<file path="src/rtl/display_pkg.sv">
// Shared constants, state encoding and helpers for the display scan scheduler.
// The blank values double as reset values for the matrix and digit outputs.
package display_pkg;

    localparam int NUM_SCAN = 8;
    localparam int SCAN_W   = $clog2(NUM_SCAN);

    localparam logic [SCAN_W-1:0] LAST_IDX = 3'd7;

    localparam logic [7:0] BLANK_SEL  = 8'hFF;
    localparam logic [7:0] BLANK_DATA = 8'h00;

    localparam logic [1:0] ST_IDLE = 2'd0;
    localparam logic [1:0] ST_OWN0 = 2'd1;
    localparam logic [1:0] ST_OWN1 = 2'd2;

    // Fixed priority: src0 wins over src1 whenever both request.
    function automatic logic [1:0] owner_from_req(input logic [1:0] req_v);
        logic [1:0] st_v;
        if (req_v[0]) begin
            st_v = ST_OWN0;
        end else if (req_v[1]) begin
            st_v = ST_OWN1;
        end else begin
            st_v = ST_IDLE;
        end
        return st_v;
    endfunction

    function automatic logic [1:0] gnt_from_state(input logic [1:0] st_v);
        logic [1:0] g_v;
        case (st_v)
            ST_OWN0: g_v = 2'b01;
            ST_OWN1: g_v = 2'b10;
            default: g_v = 2'b00;
        endcase
        return g_v;
    endfunction

endpackage

</file>
<file path="src/rtl/scan_prescaler.sv">
// Divides the system clock into one tick per scan index; the count freezes while
// scanning is disabled so a resumed scan keeps its phase.
module scan_prescaler #(
    parameter int DIV   = 25000,
    parameter int CNT_W = 20
) (
    input  logic clk,
    input  logic rst,
    input  logic en,
    output logic tick
);

    localparam logic [CNT_W-1:0] LAST_CNT = CNT_W'(DIV - 1);

    logic [CNT_W-1:0] cnt_r;
    logic             wrap_s;

    assign wrap_s = (cnt_r == LAST_CNT);
    assign tick   = en & wrap_s;

    // Enabled cycle counter, wraps at DIV-1
    always_ff @(posedge clk) begin
        if (rst) begin
            cnt_r <= {CNT_W{1'b0}};
        end else if (en) begin
            if (wrap_s) begin
                cnt_r <= {CNT_W{1'b0}};
            end else begin
                cnt_r <= cnt_r + {{(CNT_W-1){1'b0}}, 1'b1};
            end
        end else begin
            cnt_r <= cnt_r;
        end
    end

endmodule

</file>
<file path="src/rtl/display_scan_scheduler.sv">
// Time-multiplexes the LED matrix and seven-segment bank over eight scan indices
// and hands display ownership between two sources only at frame boundaries.
module display_scan_scheduler
    import display_pkg::*;
#(
    parameter int DIV   = 25000,
    parameter int CNT_W = 20
) (
    input  logic       clk,
    input  logic       rst,
    input  logic       en,
    input  logic [1:0] req,
    output logic [1:0] gnt,
    output logic [2:0] scan_idx,
    input  logic [7:0] src0_col,
    input  logic [7:0] src0_seg,
    input  logic [7:0] src1_col,
    input  logic [7:0] src1_seg,
    output logic [7:0] row,
    output logic [7:0] col,
    output logic [7:0] digit_scan,
    output logic [7:0] digit_cath,
    output logic       frame_start
);

    logic       tick_s;
    logic       boundary_s;
    logic [1:0] state_r;
    logic [1:0] state_next_s;
    logic [1:0] gnt_r;
    logic [2:0] scan_idx_r;
    logic [7:0] sel_s;
    logic [7:0] data_col_s;
    logic [7:0] data_seg_s;
    logic [7:0] row_r;
    logic [7:0] col_r;
    logic [7:0] digit_scan_r;
    logic [7:0] digit_cath_r;
    logic       frame_start_r;

    scan_prescaler #(
        .DIV   (DIV),
        .CNT_W (CNT_W)
    ) u_scan_prescaler (
        .clk  (clk),
        .rst  (rst),
        .en   (en),
        .tick (tick_s)
    );

    assign boundary_s   = tick_s & (scan_idx_r == LAST_IDX);
    assign state_next_s = owner_from_req(req);
    assign sel_s        = ~(8'h01 << scan_idx_r);

    // Source data mux; the grant is frozen within a frame so no frame mixes sources
    always_comb begin
        data_col_s = BLANK_DATA;
        data_seg_s = BLANK_DATA;
        case (gnt_r)
            2'b01: begin
                data_col_s = src0_col;
                data_seg_s = src0_seg;
            end
            2'b10: begin
                data_col_s = src1_col;
                data_seg_s = src1_seg;
            end
            default: begin
                data_col_s = BLANK_DATA;
                data_seg_s = BLANK_DATA;
            end
        endcase
    end

    // Scan index, arbiter and registered display outputs
    always_ff @(posedge clk) begin
        if (rst) begin
            state_r       <= ST_IDLE;
            gnt_r         <= 2'b00;
            scan_idx_r    <= 3'd0;
            row_r         <= BLANK_SEL;
            col_r         <= BLANK_DATA;
            digit_scan_r  <= BLANK_SEL;
            digit_cath_r  <= BLANK_DATA;
            frame_start_r <= 1'b0;
        end else begin
            frame_start_r <= boundary_s;
            if (!en) begin
                // Blank the pins while the scan is paused; ownership and index hold
                row_r        <= BLANK_SEL;
                col_r        <= BLANK_DATA;
                digit_scan_r <= BLANK_SEL;
                digit_cath_r <= BLANK_DATA;
            end else if (tick_s) begin
                row_r        <= sel_s;
                digit_scan_r <= sel_s;
                col_r        <= data_col_s;
                digit_cath_r <= data_seg_s;
                scan_idx_r   <= scan_idx_r + 3'd1;
                if (boundary_s) begin
                    state_r <= state_next_s;
                    gnt_r   <= gnt_from_state(state_next_s);
                end else begin
                    state_r <= state_r;
                    gnt_r   <= gnt_r;
                end
            end else begin
                row_r        <= row_r;
                col_r        <= col_r;
                digit_scan_r <= digit_scan_r;
                digit_cath_r <= digit_cath_r;
            end
        end
    end

    assign gnt         = gnt_r;
    assign scan_idx    = scan_idx_r;
    assign row         = row_r;
    assign col         = col_r;
    assign digit_scan  = digit_scan_r;
    assign digit_cath  = digit_cath_r;
    assign frame_start = frame_start_r;

endmodule

</file>
<file path="config.mk">
export PLATFORM = sky130hd
export DESIGN_NAME = display_scan_scheduler
export DESIGN_NICKNAME = d
export VERILOG_FILES = /design/src/rtl/display_pkg.sv /design/src/rtl/scan_prescaler.sv /design/src/rtl/display_scan_scheduler.sv
export SDC_FILE = /design/constraint.sdc
export NUM_CORES = 1
export LEC_CHECK = 0
export ABC_AREA = 1
export BUFFER_PORTS_ARGS = -buffer_cell sky130_fd_sc_hd__buf_2
export CORE_ASPECT_RATIO = 1.75
export CORE_MARGIN = 5
export CORE_UTILIZATION = 50
export CTS_CLUSTER_SIZE = 14
export DETAILED_ROUTE_END_ITERATION = 6
export MAX_ROUTING_LAYER = met4
export PLACE_DENSITY_LB_ADDON = 0.15
export SYNTH_ARGS = -nofsm -noshare
export SYNTH_HDL_FRONTEND = slang
export SYNTH_SLANG_ARGS = --single-unit
</file>
<file path="constraint.sdc">
create_clock -name clk -period 3.1 [get_ports clk]
set_clock_uncertainty 0.1 [all_clocks]
set_input_delay 0.465 -clock clk [delete_from_list [all_inputs] [get_ports clk]]
set_output_delay 0.465 -clock clk [all_outputs]
set_load 0.01 [all_outputs]
</file>
==> metrics.txt <==
status completed; Final Slew Violations 0; Syn Area/Cell 6.59 um^2; FILL cells 530; Tcrit/Tclk final 0.648; critical path buffer and inverter count 0; vias in the first global route 2,489; CP Cell Sequence ha_1 -> nand3_1 -> nor2_1 -> nand2_1 -> nor2_1 -> o21ai_0 -> nand2_1; Synthesized Nets 446; Unique masters post-synth 25; total number of vias 2,563; Hold Path Class flop to flop; initial antenna violation count 0; Lkg Pwr 1.31 nW; RSZ-0062 raised after global routing no; fin nets 503; Post-Synth Adder-Cell Area 0.0427; CP Launch Type flop; die area 0.00688 mm^2; post-synthesis cell area 0.00264 mm^2; DP Cell Count 505; share of the synthesized area in the top cell type 0.380; worst rel slew slack 0.598; post-synthesis mux area share 0; Finished Core Util 0.581; Initial DRC Count 139; Hold Path Stages 2; leading area contributor after synthesis dfxtp_1; Reg2Reg Setup Slack 1090 ps; clock-pin slew on the worst setup and hold paths 90 ps; Peak VDD IR 0.000354 V; ant diodes 0; buffer count from post-CTS setup fixing 0; Gate Count Post-Synth 400; maximum root-to-sink buffer count 2; main combinational cell family by area after synthesis simple AND/OR/NAND/NOR gates; Detailed Place HPWL 4900 um; delay-heaviest family, CP simple AND/OR/NAND/NOR gates; Die Width 64.9 um; row cnt 35; slowest CP cell dfxtp_1; Port Buf Inserts 74; crit path to digit_scan[4]; die height 106 um; post-layout minimum cycle time 2010 ps; root buf cell clkbuf_8; Initial Utilization 0.506; # H-tree levels 2; Crit Path Max Fanout 21; most frequent cells in the layout 96 x nand2_1, 74 x buf_2, 55 x inv_1; final setup fails 0; Yosys Warn Count 0; TNS Setup 0 ps; worst r2r src u_scan_prescaler.cnt_r[0]; cell area after layout 0.00303 mm^2; DR DRC count 0; Setup WS pre-CTS 1090 ps; Final ANT Viol Nets 0; Max Cap Viol 0; post-synthesis compound-gate area fraction 0.138; CP arrival 2150 ps; dominant cells by area after synthesis dfxtp_1 38%, nand2_1 14%, inv_1 7.8%; Fmax 0.498 GHz; CP startpoint u_scan_prescaler.cnt_r[0]; sequential fraction of the synthesis area 0.380; wire per inst 12.2 um; largest net degree at the start of global routing 30; Worst Reg-to-Reg Cells 7; Pwr Density 358 mW/mm^2; GR Overflow Total 0; DR pass1 iterations 4; core area 0.00521 mm^2; final WL 6270 um; worst reg2reg path endpoint digit_scan[4]; I/O pin count 75; clock sink total 50; Vias per Instance 5.00; CTS tree built; gp weighted congestion 0.906; Seq cells post-synth 50; layout cells sized above 1 0.192; Largest stage delay, worst path 380 ps; CP required 3250 ps; Post-Synth Simple-Gate Area 0.293; actual slew at the worst max-slew pin 601 ps; GRT Util Overall 0.193; min setup slack post-route 1090 ps; Cell Area, Placed 0.00294 mm^2; clock buffer count from CTS 5; # resized after CTS 0; WS Path Type flop to flop; Worst-Skew Late Latency 300 ps; wire length of the first global-routing pass 10,400 um; Hold Buf Count CTS 0; final hold violations 0; most common cell after layout, fill and taps aside nand2_1; layout overhead on the synthesized area 14.9%; XOR/XNOR Fraction of Synth Area 0.00997; final cell count without fillers 513; CP endpoint kind flop; Crit path depth 7
-- worst min-delay path: stages (launching register included) --
cell and delay (ps):
dfxtp_1 310, inv_1 40, a21oi_1 50
-- cells in the mapped netlist (all sizes together) --
master,instances
clkbuf,12
nand4,8
or2,1
o22ai,1
a21oi,41
nand2,98
nor2,51
ha,9
o21ai,26
o211ai,1
clkinv,1
inv,56
nand3b,1
buf,13
nand3,17
xor2,3
o21bai,2
nor3,9
dfxtp,50
-- worst min-delay path by stage --
stage | start | end | slack [ps]
floorplan | u_scan_prescaler.cnt_r[0] | u_scan_prescaler.cnt_r[0] | 370
global placement | col[6] | col[6] | 330
detailed placement | digit_cath[6] | digit_cath[6] | 330
CTS | digit_cath[6] | digit_cath[6] | 350
global route | col[3] | col[3] | 360
finish | digit_cath[6] | digit_cath[6] | 340
-- metrics by stage --
| stage | hold slack [ps] | total power, mW |
|---|---|---|
| 2_1_floorplan | 366 | 0.686 |
| 3_3_place_gp | 329 | 0.712 |
| 3_5_place_dp | 333 | 0.713 |
| 4_1_cts | 347 | 1.10 |
| 5_1_grt | 365 | 1.13 |
| 6_report | 345 | 1.08 |
-- logic make-up after synthesis --
logic type / count (synthesis)
buffers and inverters: 82
and+or+nand+nor: 185
adders and majority gates: 9
AOI/OAI and AO/OA: 71
DFF: 50
xor gates and xnor gates: 3
-- final cells by class --
class                   instances  area [um^2]  share of cell area
flip-flops and latches         50         1000               0.330
inverters                      57          214              0.0706
clock buffers                   7         86.3              0.0285
repair buffers                 75          378               0.125
multi-input cells             268         1280               0.421
well taps                      55         68.8              0.0227
clock inverters                 1         5.00             0.00165
-- per-layer routing --
layer | track usage | part of all wire | routed length (um) | vias to the layer above
met5 | - | 0 | 0 | -
met4 | 0.0893 | 0.031 | 193 | 0
met3 | 0.0307 | 0.050 | 315 | 17
met2 | 0.366 | 0.54 | 3410 | 70
met1 | 0.183 | 0.37 | 2350 | 1121
li1 | - | - | - | 1355
-- sequential cells by signal (all words and copies together), names as in the netlist --
register,flops
digit_cath,8
col,8
scan_idx,3
frame_start,1
u_scan_prescaler.cnt_r,20
digit_scan,8
gnt,2
-- where the power goes --
part	total [mW]	leakage, nW	switching (mW)	internal (mW)
logic	0.0508	0.863	0.0272	0.0236
clock network	0.387	0.0482	0.207	0.180
registers	0.647	0.403	0.00245	0.644
Note: power is estimated with default switching activity, not from simulation.
